`src/rtl/id_opfetch_if.sv`:
```
// id_opfetch_if: registered decode/operand bundle handed from id_opfetch to EX
interface id_opfetch_if #(
  parameter int DATA_W  = 32,
  parameter int RADDR_W = 5
);
  logic               out_valid;
  logic               out_ready;
  logic [7:0]         aluop_o;
  logic [2:0]         alusel_o;
  logic [DATA_W-1:0]  reg1_o;
  logic [DATA_W-1:0]  reg2_o;
  logic [RADDR_W-1:0] wd_o;
  logic               wreg_o;
  logic [31:0]        pc_o;
  logic               inst_inv_o;
  modport master (
    output out_valid, aluop_o, alusel_o, reg1_o, reg2_o, wd_o, wreg_o, pc_o, inst_inv_o,
    input  out_ready
  );
  modport slave (
    input  out_valid, aluop_o, alusel_o, reg1_o, reg2_o, wd_o, wreg_o, pc_o, inst_inv_o,
    output out_ready
  );
endinterface

```
`src/rtl/id_opfetch.sv`:
```
// id_opfetch: decode + forwarded operand fetch with hazard stall; optional ID_STALL_CNT_EN adds stall_cnt_o
module id_opfetch #(
  parameter int DATA_W  = 32,
  parameter int RADDR_W = 5,
  parameter int FWD_CH  = 3
) (
  input  logic                      clk,
  input  logic                      rst,
  input  logic                      flush,
  input  logic                      in_valid,
  output logic                      in_ready,
  input  logic [31:0]               pc_i,
  input  logic [31:0]               inst_i,
  input  logic [FWD_CH-1:0]         fwd_wreg,
  input  logic [FWD_CH-1:0]         fwd_pend,
  input  logic [FWD_CH*RADDR_W-1:0] fwd_waddr,
  input  logic [FWD_CH*DATA_W-1:0]  fwd_wdata,
  output logic                      reg1_read_o,
  output logic                      reg2_read_o,
  output logic [RADDR_W-1:0]        reg1_addr_o,
  output logic [RADDR_W-1:0]        reg2_addr_o,
  input  logic [DATA_W-1:0]         reg1_data_i,
  input  logic [DATA_W-1:0]         reg2_data_i,
`ifdef ID_STALL_CNT_EN
  output logic [31:0]               stall_cnt_o,
`endif
  id_opfetch_if.master              ex
);
  localparam logic [7:0] OP_NOP = 8'h00, OP_OR = 8'h25, OP_SLL = 8'h7C;
  localparam logic [2:0] RES_NOP = 3'd0, RES_LOGIC = 3'd1, RES_SHIFT = 3'd2;
  logic [5:0]         opc, fn;
  logic [RADDR_W-1:0] rs, rt, rd, a1, a2, wd;
  logic               re1, re2, inv, wreg, p1, p2, hazard;
  logic [DATA_W-1:0]  imm1, imm2, v1, v2, op1, op2;
  logic [7:0]         aluop;
  logic [2:0]         alusel;
  assign opc = inst_i[31:26];
  assign fn  = inst_i[5:0];
  assign rs  = RADDR_W'(inst_i[25:21]);
  assign rt  = RADDR_W'(inst_i[20:16]);
  assign rd  = RADDR_W'(inst_i[15:11]);
  // decode: source selection, immediates, destination and ALU codes
  always_comb begin
    re1 = 1'b0;
    re2 = 1'b0;
    a1 = rs;
    a2 = rt;
    imm1 = '0;
    imm2 = '0;
    wd = '0;
    aluop = OP_NOP;
    alusel = RES_NOP;
    inv = 1'b1;
    if (opc == 6'h00 && fn[5:2] == 4'b1001) begin
      re1 = 1'b1;
      re2 = 1'b1;
      wd = rd;
      aluop = {2'b00, fn};
      alusel = RES_LOGIC;
      inv = 1'b0;
    end else if (opc == 6'h00 && fn[5:3] == 3'b000 && fn[1:0] != 2'b01) begin
      re1 = 1'b1;
      a1 = rt;
      re2 = fn[2];
      a2 = rs;
      imm2 = DATA_W'(inst_i[10:6]);
      wd = rd;
      aluop = (fn[1:0] == 2'b00) ? OP_SLL : {6'b0, fn[1:0]};
      alusel = RES_SHIFT;
      inv = 1'b0;
    end else if (opc[5:2] == 4'b0011) begin
      re1 = opc[1:0] != 2'b11;
      imm1 = (opc[1:0] == 2'b11) ? DATA_W'({inst_i[15:0], 16'h0}) : '0;
      imm2 = (opc[1:0] == 2'b11) ? '0 : DATA_W'(inst_i[15:0]);
      wd = rt;
      aluop = (opc[1:0] == 2'b11) ? OP_OR : {6'b001001, opc[1:0]};
      alusel = RES_LOGIC;
      inv = 1'b0;
    end
  end
  assign wreg = !inv && wd != '0;
  // forwarding: scan oldest to youngest so the lowest-index match wins
  always_comb begin
    v1 = reg1_data_i;
    v2 = reg2_data_i;
    p1 = 1'b0;
    p2 = 1'b0;
    for (int c = FWD_CH - 1; c >= 0; c--) begin
      if (fwd_wreg[c] && fwd_waddr[c*RADDR_W +: RADDR_W] == a1) begin
        v1 = fwd_wdata[c*DATA_W +: DATA_W];
        p1 = fwd_pend[c];
      end
      if (fwd_wreg[c] && fwd_waddr[c*RADDR_W +: RADDR_W] == a2) begin
        v2 = fwd_wdata[c*DATA_W +: DATA_W];
        p2 = fwd_pend[c];
      end
    end
  end
  assign op1 = !re1 ? imm1 : (a1 == '0) ? '0 : v1;
  assign op2 = !re2 ? imm2 : (a2 == '0) ? '0 : v2;
  assign hazard = (re1 && a1 != '0 && p1) || (re2 && a2 != '0 && p2);
  assign reg1_read_o = re1 && !rst;
  assign reg2_read_o = re2 && !rst;
  assign reg1_addr_o = reg1_read_o ? a1 : '0;
  assign reg2_addr_o = reg2_read_o ? a2 : '0;
  assign in_ready = !rst && !hazard && (!ex.out_valid || ex.out_ready) && !flush;
  // output register: flush beats accept, accept beats drain; data holds when not loading
  always_ff @(posedge clk) begin
    if (rst) begin
      ex.out_valid <= 1'b0;
      ex.aluop_o <= OP_NOP;
      ex.alusel_o <= RES_NOP;
      ex.reg1_o <= '0;
      ex.reg2_o <= '0;
      ex.wd_o <= '0;
      ex.wreg_o <= 1'b0;
      ex.pc_o <= '0;
      ex.inst_inv_o <= 1'b0;
    end else if (flush) begin
      ex.out_valid <= 1'b0;
    end else if (in_valid && in_ready) begin
      ex.out_valid <= 1'b1;
      ex.aluop_o <= aluop;
      ex.alusel_o <= alusel;
      ex.reg1_o <= op1;
      ex.reg2_o <= op2;
      ex.wd_o <= wd;
      ex.wreg_o <= wreg;
      ex.pc_o <= pc_i;
      ex.inst_inv_o <= inv;
    end else if (ex.out_ready) begin
      ex.out_valid <= 1'b0;
    end
  end
`ifdef ID_STALL_CNT_EN
  // saturating count of cycles a valid instruction waits on a pending result
  always_ff @(posedge clk) begin
    if (rst) stall_cnt_o <= '0;
    else if (in_valid && hazard && !flush && ~&stall_cnt_o) stall_cnt_o <= stall_cnt_o + 32'd1;
  end
`endif
endmodule

```
`src/flat_wrapper.sv`:
```
// flat-port wrapper written by rule: the top's interface ports become plain ports
module id_opfetch_flat 
#(
  parameter int DATA_W  = 32,
  parameter int RADDR_W = 5,
  parameter int FWD_CH  = 3
)
  (clk, rst, flush, in_valid, in_ready, pc_i, inst_i, fwd_wreg, fwd_pend, fwd_waddr, fwd_wdata, reg1_read_o, reg2_read_o, reg1_addr_o, reg2_addr_o, reg1_data_i, reg2_data_i, ex_out_valid, ex_aluop_o, ex_alusel_o, ex_reg1_o, ex_reg2_o, ex_wd_o, ex_wreg_o, ex_pc_o, ex_inst_inv_o, ex_out_ready);
  id_opfetch_if #(.DATA_W(DATA_W), .RADDR_W(RADDR_W)) ex_i ();
  input  logic clk;
  input  logic rst;
  input  logic flush;
  input  logic in_valid;
  output logic in_ready;
  input  logic [31:0] pc_i;
  input  logic [31:0] inst_i;
  input  logic [FWD_CH-1:0] fwd_wreg;
  input  logic [FWD_CH-1:0] fwd_pend;
  input  logic [FWD_CH*RADDR_W-1:0] fwd_waddr;
  input  logic [FWD_CH*DATA_W-1:0] fwd_wdata;
  output logic reg1_read_o;
  output logic reg2_read_o;
  output logic [RADDR_W-1:0] reg1_addr_o;
  output logic [RADDR_W-1:0] reg2_addr_o;
  input  logic [DATA_W-1:0] reg1_data_i;
  input  logic [DATA_W-1:0] reg2_data_i;
  output wire logic [$bits(ex_i.out_valid)-1:0] ex_out_valid;
  output wire logic [$bits(ex_i.aluop_o)-1:0] ex_aluop_o;
  output wire logic [$bits(ex_i.alusel_o)-1:0] ex_alusel_o;
  output wire logic [$bits(ex_i.reg1_o)-1:0] ex_reg1_o;
  output wire logic [$bits(ex_i.reg2_o)-1:0] ex_reg2_o;
  output wire logic [$bits(ex_i.wd_o)-1:0] ex_wd_o;
  output wire logic [$bits(ex_i.wreg_o)-1:0] ex_wreg_o;
  output wire logic [$bits(ex_i.pc_o)-1:0] ex_pc_o;
  output wire logic [$bits(ex_i.inst_inv_o)-1:0] ex_inst_inv_o;
  input wire logic [$bits(ex_i.out_ready)-1:0] ex_out_ready;
  assign ex_out_valid = ex_i.out_valid;
  assign ex_aluop_o = ex_i.aluop_o;
  assign ex_alusel_o = ex_i.alusel_o;
  assign ex_reg1_o = ex_i.reg1_o;
  assign ex_reg2_o = ex_i.reg2_o;
  assign ex_wd_o = ex_i.wd_o;
  assign ex_wreg_o = ex_i.wreg_o;
  assign ex_pc_o = ex_i.pc_o;
  assign ex_inst_inv_o = ex_i.inst_inv_o;
  assign ex_i.out_ready = ex_out_ready;
  id_opfetch #(.DATA_W(DATA_W), .RADDR_W(RADDR_W), .FWD_CH(FWD_CH)) u_core (.clk(clk), .rst(rst), .flush(flush), .in_valid(in_valid), .in_ready(in_ready), .pc_i(pc_i), .inst_i(inst_i), .fwd_wreg(fwd_wreg), .fwd_pend(fwd_pend), .fwd_waddr(fwd_waddr), .fwd_wdata(fwd_wdata), .reg1_read_o(reg1_read_o), .reg2_read_o(reg2_read_o), .reg1_addr_o(reg1_addr_o), .reg2_addr_o(reg2_addr_o), .reg1_data_i(reg1_data_i), .reg2_data_i(reg2_data_i), .ex(ex_i));
endmodule
```
`config.mk`:
```
export PLATFORM = sky130hd
export DESIGN_NAME = id_opfetch_flat
export DESIGN_NICKNAME = d
export VERILOG_FILES = /design/src/rtl/id_opfetch_if.sv /design/src/rtl/id_opfetch.sv /design/src/flat_wrapper.sv
export SDC_FILE = /design/constraint.sdc
export NUM_CORES = 1
export LEC_CHECK = 0
export CAP_MARGIN = 10
export CORE_ASPECT_RATIO = 0.7
export CORE_UTILIZATION = 39
export DETAILED_ROUTE_END_ITERATION = 12
export PLACE_DENSITY = 0.8
export SLEW_MARGIN = 0
export SYNTH_ARGS = -nofsm -noshare
export SYNTH_HDL_FRONTEND = slang
export SYNTH_SLANG_ARGS = --single-unit
```
`constraint.sdc`:
```
create_clock -name clk -period 3.1 [get_ports clk]
set_input_delay 0.465 -clock clk [delete_from_list [all_inputs] [get_ports clk]]
set_output_delay 0.465 -clock clk [all_outputs]
set_load 0.005 [all_outputs]
```
---- After elaboration in Yosys (flattened, before gate mapping) ----
Index checks and enable logic that the tools add are counted.
cells by class
  eq/ne operators ......................... 11
  mux-type cells .......................... 51
  bitwise gates (word level) .............. 1
  reductions and logical operators ........ 38
operators by type and width
  kind                                                                     count
  32-bit 2-to-1 mux                                                        17
  5-bit 2-to-1 mux                                                         9
  5-bit == test                                                            6
  8-bit 2-to-1 mux                                                         3
  1-bit logical AND                                                        20
  1-bit 2-to-1 mux                                                         17
  16-bit 2-to-1 mux                                                        1
  5-bit nonzero test                                                       3
  5-bit zero test                                                          2
  7-bit 2-to-1 mux                                                         1
  6-bit zero test                                                          1
  3-bit 2-to-1 mux                                                         2
  1-bit zero test                                                          5
  4-bit by 2-bit == test with 1-bit output, second input constant          1
  4-bit == test, second input constant                                     1
  3-bit zero test                                                          1
  2-bit == test, second input constant                                     1
  2-bit zero test                                                          1
  1-bit logical OR                                                         2
  2-bit 2-to-1 mux                                                         1
  2-bit by 1-bit inequality test with 1-bit output, second input constant  1
  2-bit inequality test, second input constant                             1
  2-bit AND reduction                                                      1
  2-bit nonzero test                                                       1
  other kinds (2)                                                          2
storage, ports and cells
  flip-flop bits (word level) ............. 115
  input bits .............................. 250
  output and inout port bits .............. 128

---- Longest topological paths before layout ----
  depth in word-level cells ............... 18
  depth in mapped cells ................... 12
  gate-level depth less buffers ........... 8

---- Worst setup path before layout ----
OpenSTA, ideal clock, no wires.
  path kind ............................... in2reg
  start ................................... input inst_i[31]
  end ..................................... register u_core.ex.pc_o[0]
  setup time .............................. 121 ps
  arrival ................................. 2921 ps
  required time ........................... 2979 ps
  setup slack ............................. 57 ps
  stages on the path ...................... 12
  cell sequence ........................... nor4_2 > and4_1 > buf_4 > mux2i_1 > and2_0 > clkbuf_1 > o211ai_2 > a211o_1 > nand3_1 > buf_4 > buf_6 > mux2_4
on the way
  word-level cells in the longest chain between the ends .. 18
ends and longest elaborated chain
  element                                                   RTL line                            source
  start: declaration                                        flat_wrapper.sv:16                  input logic [31:0] inst_i;
  6-bit zero test                                           id_opfetch.sv:54, id_opfetch.sv:61
  1-bit logical AND (2 in series)                           id_opfetch.sv:61                    end else if (opc == 6'h00 && fn[5:3] == 3'b000 && fn[1:0] != 2'b01) begin
  5-bit 2-to-1 mux                                          id_opfetch.sv:61
  5-bit 2-to-1 mux                                          id_opfetch.sv:54                    if (opc == 6'h00 && fn[5:2] == 4'b1001) begin
  5-bit == test, on equally long branches                   id_opfetch.sv:89, id_opfetch.sv:93
  1-bit logical AND, on equally long branches               id_opfetch.sv:89, id_opfetch.sv:93
  1-bit 2-to-1 mux, on equally long branches (3 in series)  id_opfetch.sv:89, id_opfetch.sv:93
  1-bit logical AND                                         id_opfetch.sv:101                   assign hazard = (re1 && a1 != '0 && p1) || (re2 && a2 != '0 && p2);
  1-bit logical OR *                                        id_opfetch.sv:101
  1-bit zero test *                                         id_opfetch.sv:106                   assign in_ready = !rst && !hazard && (!ex.out_valid || ex.out_ready) && !flush;
  1-bit logical AND * (3 in series)                         id_opfetch.sv:106
  1-bit logical AND *                                       id_opfetch.sv:121                   end else if (in_valid && in_ready) begin
  2-bit AND reduction (no line) *                           --
  end signal: assignment                                    id_opfetch.sv:129                   ex.pc_o <= pc_i;
  end: declaration                                          id_opfetch_if.sv:17                 output out_valid, aluop_o, alusel_o, reg1_o, reg2_o, wd_o, wreg_o, pc_o, inst_inv_o,
Every way passes the cells marked *; elsewhere a longest branch is shown, timed or not.
A chain may end at the register's enable or synchronous reset.

---- Worst setup path after layout ----
  start ................................... input inst_i[3]
  end ..................................... output in_ready
on the way
  word-level cells in the longest chain between the ends .. 16
ends and longest elaborated chain
  element                                                   RTL line                            source
  3-bit zero test                                           id_opfetch.sv:61
  1-bit logical AND (2 in series)                           id_opfetch.sv:61
  5-bit 2-to-1 mux                                          id_opfetch.sv:61
  5-bit 2-to-1 mux                                          id_opfetch.sv:54
  5-bit == test, on equally long branches                   id_opfetch.sv:89, id_opfetch.sv:93
  1-bit logical AND, on equally long branches               id_opfetch.sv:89, id_opfetch.sv:93
  1-bit 2-to-1 mux, on equally long branches (3 in series)  id_opfetch.sv:89, id_opfetch.sv:93
  1-bit logical AND                                         id_opfetch.sv:101
  1-bit logical OR *                                        id_opfetch.sv:101
  1-bit zero test *                                         id_opfetch.sv:106
  1-bit logical AND * (3 in series)                         id_opfetch.sv:106
  end: declaration                                          flat_wrapper.sv:14                  output logic in_ready;
Marked as above.

==> key figures <==
Setup path
  • Critical path's top delay family: simple AND/OR/NAND/NOR gates
  • Critical path startpoint: inst_i[3]
  • Worst-path fanout max: 4
  • Most frequent CP cell: buf_6
  • Worst EP arrival: 2.69 ns
  • Instance count on the critical path: 10
  • RR Endpoint: u_core.ex.reg2_o[6]
  • Critical path's slowest cell: nor4_4
  • Startpoint Class: input pin
  • CP endpoint: in_ready
  • CP max stage delay: 0.37 ns
  • CP endpoint kind: primary output
  • Flop2flop setup slack: 1.23 ns
  • R2r worst-path depth: 6
  • Crit-path cells: buf_6 > nor4_4 > nand4_4 > buf_6 > mux2_4 > o221a_4 > a31o_4 > o21a_1 > nor3_2 > buf_2
  • Critical path type: input pin to primary output
  • Critical path buffers and inverters: 3
  • Crit path required time: 2.63 ns
  • Reg2reg start: u_core.ex.out_valid

Floorplan
  • Full die area: 22,100 µm²
  • Row count: 44
  • Die Y-Extent: 125 µm
  • I/O pins: 378
  • Chip width: 177 µm
  • Core area: 20,900 µm²
  • Starting Density: 40.2%

Placed design
  • Placed cells: 1,656
  • Final Wtd Congestion: 0.966
  • DP HPWL: 29.0 mm
  • Port-buffer cells: 375
  • Pre-CTS setup slack: -0.913 ns

Synth
  • Synth area leaders: dfxtp_1 27%, mux2i_1 9.4%, mux2_4 8.0%
  • Syn Inst Count: 980
  • Synth warnings: 0
  • Ys async rst share: 0%
  • Synth Area per Inst: 8.58 µm²
  • Number of synthesized flops with an enable pin: 0
  • Main synth FF type: dfxtp_1
  • Proportion of netlist area held by the largest area contributor: 26.9%
  • Post-synth top area cell: dfxtp_1
  • Post-synthesis sequential area ratio: 26.9%
  • Synthesized flop and latch total: 113
  • Cell Area, Synth: 8400 µm²
  • Netlist cell types: 65

STA
  • Measured slew at the worst slew-check pin: 0.618 ns
  • Clock period minus worst slack: 3.16 ns
  • Slew headroom: 58.8%
  • Unrepaired setup endpoints after global routing: true
  • Max Fclk: 0.317 GHz
  • Setup-failing EPs final: 1
  • Max-slew violations: 0
  • Worst clock skew: 0.00886 ns
  • Period utilisation layout: 102%
  • Final setup margin: -0.0572 ns
  • Final hold vios: 0

Route
  • Total Wirelength: 39.3 mm
  • DRT Pass-1 Iters: 8
  • Drt initial violations: 1,136
  • Drt drc: 0
  • Post-route ant nets: 0
  • Routed len/inst: 23.2 µm
  • DR vias: 9,917
  • Vias/cell: 5.85

Final layout
  • Fillers: 1,694
  • Antenna Cells: 0
  • Storage element area: 2260 µm²
  • Proportion of layout cells with a drive suffix above 1: 20.5%
  • Nets: 1,655
  • Area of the multi-input gates: 5860 µm²
  • Post-Layout Cell Count: 1,694
  • Synth-to-Final Area Change: 67.2%

Clocking
  • Clk root buf: clkbuf_16
  • Clock buffer depth: 2
  • Num Clock Sinks: 113
  • Register clock-pin slew on the reported worst setup and hold paths: 0.05 ns
  • Clock Latency Late Sink: 0.42 ns
  • TritonCTS clock tree: built
  • Num CTS Buffers: 17
  • Post-cts hold buffer count: 0
  • H-tree depth: 4

GRT
  • GR met1 Demand/Resource: 45.2%
  • Grt peak-use layer: met2
  • Antenna violations before repair: 0
  • Largest net degree at the start of global routing: 52
  • GRT met3 Usage: 9.95%
  • Vias in the first global route: 9,679
  • GRT met2 Usage: 52.8%
  • Grt ovf: 0
  • Total GRT Usage: 34.3%
  • First-pass GRT wire length: 57.7 mm

Run
  • Max Cap Viol: 0

Outcome
  • Failing checks: negative setup slack
  • Status: finished, violations left

Pwr
  • Max VDD drop: 0.000403 V
  • Total leakage power: 5.46 nW
  • PwrDens: 329 nW/µm²

Worst hold path
  • Worst min path class: input pin to flip-flop
[per-stage QoR]
| stage | total power [W] | area, µm² | TNS, ns | hold WS [ns] | util (%) |
|---|---|---|---|---|---|
| floorplan | 0.00192 | 8410 | 0 | 0.455 | - |
| global placement | 0.00255 | 13200 | -67.02 | 0.459 | 62.9 |
| detailed placement | 0.00255 | 13200 | -78.03 | 0.461 | 62.9 |
| CTS | 0.00459 | 13800 | 0 | 0.283 | 66.2 |
| global route | 0.00477 | 14100 | -0.196 | 0.281 | 67.2 |
| finish | 0.00462 | 14100 | -0.0572 | 0.294 | 67.2 |
[kinds of logic (layout without fill, tap and decap cells)]
logic type | after synthesis | count (layout) | synth area share [%]
DFF | 113 | 113 | 26.9
other | 1 | 2 | 0.0446
buffers and inverters | 111 | 548 | 6.28
and+or+nand+nor | 357 | 357 | 22.4
xor gates and xnor gates | 22 | 22 | 2.29
muxes | 139 | 139 | 19.5
AOI/OAI and AO/OA | 237 | 237 | 22.6
[state kept, by name (all words and copies together), names as in the netlist]
signal / cells
u_core.ex.wreg_o: 1
u_core.ex.alusel_o: 2
u_core.ex.out_valid: 1
u_core.ex.pc_o: 32
u_core.ex.inst_inv_o: 1
u_core.ex.reg2_o: 32
u_core.ex.aluop_o: 7
u_core.ex.wd_o: 5
u_core.ex.reg1_o: 32
[synth_stat cells (3+ instances only)]
cell,count
nor4_1,6
nand4_1,9
o21ai_0,29
or3_1,3
o41ai_1,7
dfxtp_1,113
nor3_1,60
nand2_1,106
buf_6,10
a21oi_1,20
a2111oi_0,4
xor2_1,4
mux2_4,45
a31oi_1,24
a211oi_2,18
nor2b_1,61
xnor2_1,18
buf_1,7
nand3_1,11
inv_1,8
mux2i_1,79
mux2_2,11
buf_4,7
nand2b_1,46
clkbuf_1,70
mux2_1,4
a211o_1,39
nor2_1,15
a21o_1,3
and2_1,19
a22oi_1,17
and3_1,3
or4_1,3
buf_2,8
a22o_1,4
a221oi_1,17
or2_2,4
a311oi_1,32
[placed cells by master (no fill, tap or decap), types with 4 or more instances in the layout]
master and instances:
a22o_1 4, dlygate4sd2_1 5, buf_4 115, nand4_1 9
and2_1 20, a221oi_1 17, o21ai_0 28, a211o_1 39
mux2i_1 75, a21oi_1 18, buf_6 7, buf_2 4
inv_1 7, nand3_1 6, xor2_1 4, a22oi_1 17
mux2_2 10, dlymetal6s2s_1 7, nor2b_1 61, nand2b_1 44
o41ai_1 7, a311oi_1 32, nand2_1 106, mux2_4 46
nor2_1 15, clkbuf_16 19, a31oi_1 24, a211oi_2 17
buf_12 12, clkdlybuf4s50_1 353, nor3_1 58, mux2_1 4
xnor2_1 15, clkinv_2 4, dfxtp_1 113
[layout make-up]
class	instances	area share, %
clock buffer	22	3.37
clock inverter	10	0.944
inverter	9	0.240
multi-input combinational	757	41.7
sequential	113	16.1
tap	276	2.46
timing repair buffer	507	35.2
[where the power goes]
group,internal (W),switching [W]
Sequential,0.00149,0.0000221
Clock,0.00132,0.000715
Combinational,0.000617,0.000448
[metal layers]
metal	wire [µm]	vias up
met5	0	-
met4	1080	0
met3	4320	84
met2	17400	674
met1	16500	4687
li1	-	4472
[worst min path at each step]
stage / depth (start not counted) / slack, ns / to / from
floorplan: 2 / 0.45 / u_core.ex.aluop_o[0] / u_core.ex.aluop_o[0]
global placement: 2 / 0.46 / u_core.ex.reg2_o[21] / u_core.ex.reg2_o[21]
detailed placement: 2 / 0.46 / u_core.ex.reg2_o[21] / u_core.ex.reg2_o[21]
CTS: 2 / 0.28 / u_core.ex.aluop_o[0] / rst
global route: 2 / 0.28 / u_core.ex.aluop_o[0] / rst
finish: 2 / 0.29 / u_core.ex.aluop_o[0] / rst
[timing repair]
action                     4_1_cts  5_1_grt
cloned                           0        2
setup endpoints to repair      123       89
pin swaps                       10       17
gates resized for setup         63       35
hold endpoints to repair         0        0
setup buffers                    1        3
Note: power is estimated with default switching activity, not from simulation.
